**src/rtl/addsub_serial_pkg.sv**
```systemverilog
// Shared types and elaboration helpers for the digit-serial add/sub unit.
package addsub_serial_pkg;

  typedef enum logic {
    ST_IDLE = 1'b0,
    ST_RUN  = 1'b1
  } state_e;

  // Number of digits processed per operation.
  function automatic int digit_cnt(input int w, input int d);
    return w / d;
  endfunction

  // Digit counter width; never below one bit so K=1 still has a counter.
  function automatic int cnt_width(input int k);
    return (k > 1) ? $clog2(k) : 1;
  endfunction

  // Legal configuration: DIGIT divides WIDTH evenly.
  function automatic bit width_ok(input int w, input int d);
    return (d > 0) && (d <= w) && ((w % d) == 0);
  endfunction

endpackage

```
**src/rtl/addsub_digit.sv**
```systemverilog
// Combinational DIGIT-bit ripple slice; also exposes the carry into its MSB
// so the top can form signed overflow on the final digit.
module addsub_digit #(
  parameter int DIGIT = 4
) (
  input  logic [DIGIT-1:0] a_d,
  input  logic [DIGIT-1:0] b_d,
  input  logic             cin,
  output logic [DIGIT-1:0] sum_d,
  output logic             cout,
  output logic             c_into_msb
);

  logic [DIGIT:0] c;

  // Bit-by-bit ripple through the slice.
  always_comb begin
    c     = '0;
    sum_d = '0;
    c[0]  = cin;
    for (int i = 0; i < DIGIT; i++) begin
      sum_d[i] = a_d[i] ^ b_d[i] ^ c[i];
      c[i+1]   = (a_d[i] & b_d[i]) | (c[i] & (a_d[i] ^ b_d[i]));
    end
  end

  assign cout       = c[DIGIT];
  assign c_into_msb = c[DIGIT-1];

endmodule

```
**src/rtl/addsub_serial.sv**
```systemverilog
// Digit-serial adder/subtractor: a +/- b with carry/borrow-in, DIGIT bits per
// clock, LSB digit first. Result and flags are held until the next completion.
module addsub_serial
  import addsub_serial_pkg::*;
#(
  parameter int WIDTH = 16,
  parameter int DIGIT = 4
) (
  input  logic             clk,
  input  logic             rst_n,
  input  logic             start,
  input  logic             subtract,
  input  logic [WIDTH-1:0] a,
  input  logic [WIDTH-1:0] b,
  input  logic             carry_in,
  output logic             ready,
  output logic             done,
  output logic [WIDTH-1:0] result,
  output logic             carry_out,
  output logic             overflow
);

  localparam int K  = digit_cnt(WIDTH, DIGIT);
  localparam int CW = cnt_width(K);

  if (!width_ok(WIDTH, DIGIT)) begin : g_bad_cfg
    $error("addsub_serial: WIDTH must be a multiple of DIGIT");
  end

  state_e           state_q, state_d;
  logic [CW-1:0]    cnt_q, cnt_d;
  logic [WIDTH-1:0] a_sh_q, a_sh_d;
  logic [WIDTH-1:0] b_sh_q, b_sh_d;
  logic [WIDTH-1:0] res_sh_q, res_sh_d;
  logic             c_q, c_d;
  logic [WIDTH-1:0] result_q, result_d;
  logic             cout_q, cout_d;
  logic             ovf_q, ovf_d;
  logic             done_q, done_d;

  logic [DIGIT-1:0] sum_d;
  logic             dig_cout;
  logic             dig_cmsb;
  logic [WIDTH-1:0] res_next;

  addsub_digit #(.DIGIT(DIGIT)) u_digit (
    .a_d        (a_sh_q[DIGIT-1:0]),
    .b_d        (b_sh_q[DIGIT-1:0]),
    .cin        (c_q),
    .sum_d      (sum_d),
    .cout       (dig_cout),
    .c_into_msb (dig_cmsb)
  );

  // New digit enters the result shift register from the top.
  assign res_next = (res_sh_q >> DIGIT) | (WIDTH'(sum_d) << (WIDTH - DIGIT));

  // Next-state, datapath shifts and completion capture.
  always_comb begin
    state_d  = state_q;
    cnt_d    = cnt_q;
    a_sh_d   = a_sh_q;
    b_sh_d   = b_sh_q;
    res_sh_d = res_sh_q;
    c_d      = c_q;
    result_d = result_q;
    cout_d   = cout_q;
    ovf_d    = ovf_q;
    done_d   = 1'b0;
    case (state_q)
      ST_IDLE: begin
        if (start) begin
          a_sh_d  = a;
          b_sh_d  = subtract ? ~b : b;
          c_d     = carry_in ^ subtract;
          cnt_d   = '0;
          state_d = ST_RUN;
        end
      end
      ST_RUN: begin
        a_sh_d   = a_sh_q >> DIGIT;
        b_sh_d   = b_sh_q >> DIGIT;
        c_d      = dig_cout;
        res_sh_d = res_next;
        cnt_d    = cnt_q + 1'b1;
        if (cnt_q == CW'(K - 1)) begin
          result_d = res_next;
          cout_d   = dig_cout;
          ovf_d    = dig_cout ^ dig_cmsb;
          done_d   = 1'b1;
          state_d  = ST_IDLE;
        end
      end
      default: state_d = ST_IDLE;
    endcase
  end

  // State and datapath registers; reset aborts any in-flight operation.
  always_ff @(posedge clk) begin
    if (!rst_n) begin
      state_q  <= ST_IDLE;
      cnt_q    <= '0;
      a_sh_q   <= '0;
      b_sh_q   <= '0;
      res_sh_q <= '0;
      c_q      <= 1'b0;
      result_q <= '0;
      cout_q   <= 1'b0;
      ovf_q    <= 1'b0;
      done_q   <= 1'b0;
    end else begin
      state_q  <= state_d;
      cnt_q    <= cnt_d;
      a_sh_q   <= a_sh_d;
      b_sh_q   <= b_sh_d;
      res_sh_q <= res_sh_d;
      c_q      <= c_d;
      result_q <= result_d;
      cout_q   <= cout_d;
      ovf_q    <= ovf_d;
      done_q   <= done_d;
    end
  end

  assign ready     = (state_q == ST_IDLE);
  assign done      = done_q;
  assign result    = result_q;
  assign carry_out = cout_q;
  assign overflow  = ovf_q;

endmodule

```
**config.mk**
```make
export PLATFORM = sky130hd
export DESIGN_NAME = addsub_serial
export DESIGN_NICKNAME = d
export VERILOG_FILES = /design/src/rtl/addsub_serial_pkg.sv /design/src/rtl/addsub_digit.sv /design/src/rtl/addsub_serial.sv
export SDC_FILE = /design/constraint.sdc
export NUM_CORES = 1
export LEC_CHECK = 0
export CAP_MARGIN = 15
export CORE_MARGIN = 3
export CORE_UTILIZATION = 40
export DETAILED_ROUTE_END_ITERATION = 8
export GPL_ROUTABILITY_DRIVEN = 0
export RECOVER_POWER = 50
export SLEW_MARGIN = 20
export SYNTH_ARGS = -nofsm -noshare
export SYNTH_HDL_FRONTEND = slang
export SYNTH_SLANG_ARGS = --single-unit
```
**constraint.sdc**
```tcl
create_clock -name clk -period 2.4 [get_ports clk]
set_input_delay 0.36 -clock clk [delete_from_list [all_inputs] [get_ports clk]]
set_output_delay 0.36 -clock clk [all_outputs]
set_load 0.02 [all_outputs]
```
==> impl_results.html <==
<table>
<tr><th>Metric</th><th>Value</th></tr>
<tr><th colspan="2">Routing</th></tr>
<tr><td>Metal2 WL</td><td>2.69 mm</td></tr>
<tr><td>Mean routed wirelength per cell</td><td>13.4 um</td></tr>
<tr><td>Count of TritonRoute iterations in the first routing pass</td><td>4</td></tr>
<tr><td>Wirelength, routed</td><td>5.60 mm</td></tr>
<tr><td>Remaining number of nets flagged by the antenna check after routing</td><td>0</td></tr>
<tr><td>Final routed DRC violation total</td><td>0</td></tr>
<tr><td>Met3 routed WL</td><td>315 um</td></tr>
<tr><td>Routed vias</td><td>2,005</td></tr>
<tr><td>Via density</td><td>4.81</td></tr>
<tr><td>M1 wire length</td><td>2.55 mm</td></tr>
<tr><td>Violation count after the first detailed-routing iteration</td><td>41</td></tr>
<tr><td>Highest Signal Layer</td><td>met4</td></tr>
<tr><th colspan="2">Critical path</th></tr>
<tr><td>CP Launch Type</td><td>register</td></tr>
<tr><td>Peak fanout along the critical path</td><td>2</td></tr>
<tr><td>Setup CP Type</td><td>reg2reg</td></tr>
<tr><td>Arrival time reported for the critical path endpoint</td><td>2.49 ns</td></tr>
<tr><td>Type of destination of the critical path</td><td>register</td></tr>
<tr><td>WP data required</td><td>2.67 ns</td></tr>
<tr><th colspan="2">STA</th></tr>
<tr><td>Hold Vio Cnt, Final</td><td>0</td></tr>
<tr><td>Share of the clock period used by the worst path</td><td>0.927</td></tr>
<tr><td>Actual transition at the worst max-transition pin</td><td>1.17 ns</td></tr>
<tr><td>Max Fclk</td><td>449 MHz</td></tr>
<tr><td>Max Transition Viols Final</td><td>0</td></tr>
<tr><td>Final Skew</td><td>0.0128 ns</td></tr>
<tr><td>Accumulated negative setup slack</td><td>0 ns</td></tr>
<tr><td>Number of setup violations in the final report</td><td>0</td></tr>
<tr><td>Max-slew headroom</td><td>0.219</td></tr>
<tr><td>RSZ-0062 raised after global routing</td><td>no</td></tr>
<tr><td>Post-route minimum period</td><td>2.23 ns</td></tr>
<tr><th colspan="2">Clock network</th></tr>
<tr><td>Buffer cell driving the clock tree root</td><td>sky130_fd_sc_hd__clkbuf_8</td></tr>
<tr><td>H-tree levels</td><td>3</td></tr>
<tr><td>Clock slew at the register clock pins of the worst setup and hold paths</td><td>0.08 ns</td></tr>
<tr><td>CTS tree</td><td>yes</td></tr>
<tr><td>Hold-fix buffers, CTS</td><td>0</td></tr>
<tr><td>Number of cells upsized or downsized after cts</td><td>0</td></tr>
<tr><td>Total number of clock tree sinks</td><td>67</td></tr>
<tr><td>Clk Latency, worst-skew pair</td><td>0.35 ns</td></tr>
<tr><td>Maximum clock insertion buffer count</td><td>2</td></tr>
<tr><td>Count of buffers added by post-CTS timing repair for setup</td><td>0</td></tr>
<tr><td>Number of buffers added by the clock tree synthesis step</td><td>9</td></tr>
<tr><th colspan="2">Floorplan</th></tr>
<tr><td>Core area</td><td>0.00660 mm2</td></tr>
<tr><td>Die Width</td><td>90.0 um</td></tr>
<tr><td>Die height</td><td>90.0 um</td></tr>
<tr><td>Effective utilization at floorplan</td><td>0.427</td></tr>
<tr><td>Number of placement rows</td><td>29</td></tr>
<tr><td>Count of pins on the block boundary</td><td>57</td></tr>
<tr><td>DIE AREA</td><td>0.00810 mm2</td></tr>
<tr><th colspan="2">Logic synthesis</th></tr>
<tr><td>Part of the Yosys area used for sequential elements</td><td>0.475</td></tr>
<tr><td>Synth async-reset ratio</td><td>0</td></tr>
<tr><td>Most used flip-flop cell after synthesis</td><td>sky130_fd_sc_hd__dfxtp_1</td></tr>
<tr><td>Synth area leader</td><td>sky130_fd_sc_hd__dfxtp_1</td></tr>
<tr><td>Area share of the leading cell type in the synthesized netlist</td><td>0.475</td></tr>
<tr><td>Number of synthesized register bits</td><td>67</td></tr>
<tr><td>EDFF count, synth</td><td>0</td></tr>
<tr><td>Gate count of the mapped netlist</td><td>267</td></tr>
<tr><td>Largest cells by area after synthesis</td><td>sky130_fd_sc_hd__dfxtp_1, sky130_fd_sc_hd__mux2i_1, sky130_fd_sc_hd__xnor2_1</td></tr>
<tr><td>Syn Nets</td><td>309</td></tr>
<tr><td>Most used standard cell by instance count after synthesis</td><td>sky130_fd_sc_hd__dfxtp_1</td></tr>
<tr><td>Synth top cells by count</td><td>sky130_fd_sc_hd__dfxtp_1, sky130_fd_sc_hd__mux2i_1, sky130_fd_sc_hd__nor2_1, sky130_fd_sc_hd__a211oi_1, sky130_fd_sc_hd__xnor2_1</td></tr>
<tr><td>Summed instance area of the synthesized netlist</td><td>0.00282 mm2</td></tr>
<tr><td>Netlist cell types</td><td>27</td></tr>
<tr><td>YS warnings</td><td>0</td></tr>
<tr><td>Avg Cell Area, Syn</td><td>10.6 um2</td></tr>
<tr><th colspan="2">Cells and area</th></tr>
<tr><td>Total inserted antenna cells</td><td>0</td></tr>
<tr><td>Final Instance Area</td><td>0.00365 mm2</td></tr>
<tr><td>Combined flip-flop and latch cell area</td><td>0.00134 mm2</td></tr>
<tr><td>Number of fill cells in the layout</td><td>631</td></tr>
<tr><td>Area used by multi-input combinational logic</td><td>0.00130 mm2</td></tr>
<tr><td>Count of nets after finishing</td><td>361</td></tr>
<tr><td>Area growth syn-to-layout</td><td>29.2%</td></tr>
<tr><td>Ratio of cells with drive above 1 in the final layout</td><td>0.0772</td></tr>
<tr><th colspan="2">Power and ir drop</th></tr>
<tr><td>Clock Power Share</td><td>0.429</td></tr>
<tr><td>VDD IR max</td><td>0.000387 V</td></tr>
<tr><td>Sw Share</td><td>0.230</td></tr>
<tr><td>Internal power consumption</td><td>2.02 mW</td></tr>
<tr><td>Static Leakage</td><td>1.39 nW</td></tr>
<tr><td>Fraction of power consumed by sequential logic</td><td>0.458</td></tr>
<tr><td>Switching power of the nets</td><td>0.602 mW</td></tr>
<tr><td>Comb pwr share</td><td>0.113</td></tr>
<tr><td>Ratio of total power to cell area</td><td>718 mW/mm2</td></tr>
<tr><th colspan="2">Run status</th></tr>
<tr><td>Status</td><td>finished clean</td></tr>
<tr><th colspan="2">Global route</th></tr>
<tr><td>Antenna violations before repair</td><td>0</td></tr>
<tr><td>Pin count of the biggest net entering global routing</td><td>62</td></tr>
<tr><td>Final global-route overflow total</td><td>0</td></tr>
<tr><td>Overall routing resource usage</td><td>0.149</td></tr>
<tr><td>First-pass GRT wire length</td><td>9.75 mm</td></tr>
<tr><td>Via count of the first global-routing pass</td><td>2,035</td></tr>
<tr><th colspan="2">Worst hold path</th></tr>
<tr><td>HP Class</td><td>reg2reg</td></tr>
<tr><th colspan="2">Placed design</th></tr>
<tr><td>Number of buffer cells added on primary ports</td><td>56</td></tr>
<tr><td>DPL Wire Length</td><td>3.76 mm</td></tr>
<tr><td>Cell Area, Placed</td><td>0.00341 mm2</td></tr>
<tr><th colspan="2">Job</th></tr>
<tr><td>Max-capacitance violation count</td><td>0</td></tr>
</table>
-- routing by layer --
metal | vias up | global-route usage
met3 | 4 | 0.0609
li1 | 1046 | -
met4 | 0 | 0.0536
met2 | 44 | 0.240
met1 | 911 | 0.179
met5 | - | 0
-- cells in the final DEF, fill, tap and decap left out --
master	count
sky130_fd_sc_hd__clkbuf_2	1
sky130_fd_sc_hd__o21a_1	2
sky130_fd_sc_hd__ha_1	1
sky130_fd_sc_hd__dfxtp_1	67
sky130_fd_sc_hd__clkinvlp_4	2
sky130_fd_sc_hd__or3b_1	1
sky130_fd_sc_hd__o221ai_1	13
sky130_fd_sc_hd__o2bb2ai_1	3
sky130_fd_sc_hd__nor2_1	20
sky130_fd_sc_hd__buf_4	6
sky130_fd_sc_hd__bufinv_16	3
sky130_fd_sc_hd__fa_1	4
sky130_fd_sc_hd__nand2b_1	15
sky130_fd_sc_hd__dlygate4sd3_1	8
sky130_fd_sc_hd__xnor2_1	18
sky130_fd_sc_hd__nor2b_1	13
sky130_fd_sc_hd__a21boi_2	1
sky130_fd_sc_hd__a21oi_1	1
sky130_fd_sc_hd__clkbuf_1	1
sky130_fd_sc_hd__inv_2	2
sky130_fd_sc_hd__nand3_1	13
sky130_fd_sc_hd__clkinv_4	1
sky130_fd_sc_hd__mux2i_1	26
sky130_fd_sc_hd__clkbuf_8	9
sky130_fd_sc_hd__a211oi_1	18
sky130_fd_sc_hd__nand3b_1	2
sky130_fd_sc_hd__inv_1	8
sky130_fd_sc_hd__a22o_1	15
sky130_fd_sc_hd__nand2_1	1
sky130_fd_sc_hd__clkdlybuf4s50_1	48
sky130_fd_sc_hd__nor3b_1	1
-- per-stage QoR --
step,cells,hold slack (ns),total power [mW],util,setup slack (ns)
after detailed placement,401,0.454,1.52,0.516,0.151
after CTS,417,0.469,2.66,0.553,0.142
after global routing,417,0.483,2.74,0.552,0.0295
final,417,0.468,2.62,0.552,0.175
after floorplan,267,0.442,1.42,-,0.269
after global placement,401,0.453,1.52,0.516,0.208
-- worst paths after layout --
kind | start | to | slack [ns] | cells after the start
setup reg to reg | a_sh_q[0]$_SDFFE_PN0P_ | res_sh_q[15]$_SDFFE_PN0P_ | 0.17 | 8
hold / removal | res_sh_q[6]$_SDFFE_PN0P_ | result[2]$_SDFFE_PN0P_ | 0.47 | 1
hold reg to reg | res_sh_q[6]$_SDFFE_PN0P_ | result[2]$_SDFFE_PN0P_ | 0.47 | 1
setup / recovery | a_sh_q[0]$_SDFFE_PN0P_ | res_sh_q[15]$_SDFFE_PN0P_ | 0.17 | 8
-- state kept, by name (all words and copies together), names as in the netlist --
name / flops
a_sh_q: 16
b_sh_q: 16
result: 16
res_sh_q: 12
cnt_q: 2
c_q: 1
carry_out: 1
done: 1
overflow: 1
state_q: 1
-- critical path: stages, from the launching register on --
cell                       delay (ns)
sky130_fd_sc_hd__dfxtp_1         0.33
sky130_fd_sc_hd__fa_1            0.42
sky130_fd_sc_hd__inv_1           0.07
sky130_fd_sc_hd__fa_1            0.15
sky130_fd_sc_hd__inv_1           0.05
sky130_fd_sc_hd__fa_1            0.39
sky130_fd_sc_hd__inv_1           0.09
sky130_fd_sc_hd__fa_1            0.42
sky130_fd_sc_hd__a211oi_1        0.22
-- cell type report --
cell class / count / share of cell area
inverter: 10 / 0.0103
multi-input combinational: 168 / 0.356
clock inverter: 6 / 0.0312
timing repair buffer: 63 / 0.167
tap: 93 / 0.0319
sequential: 67 / 0.368
clock buffer: 10 / 0.0350
-- cells by family after synthesis --
logic type               Yosys count  share of synthesized area
adder cells (fa/ha/maj)            5                     0.0328
AO/OA/AOI/OAI                     53                      0.155
multiplexers                      26                     0.0922
XOR/XNOR                          18                     0.0559
flip-flops                        67                      0.475
AND/OR/NAND/NOR                   66                      0.124
buffers and inverters             32                     0.0643
-- power groups by stage --
stage / sequential, mW / clock (mW) / combinational [mW]
2_1_floorplan: 1.22 / 0 / 0.205
3_3_place_gp: 1.22 / 0 / 0.296
3_5_place_dp: 1.23 / 0 / 0.298
4_1_cts: 1.20 / 1.16 / 0.300
5_1_grt: 1.21 / 1.20 / 0.329
6_report: 1.20 / 1.12 / 0.297
(Power assumes the default switching activity.)
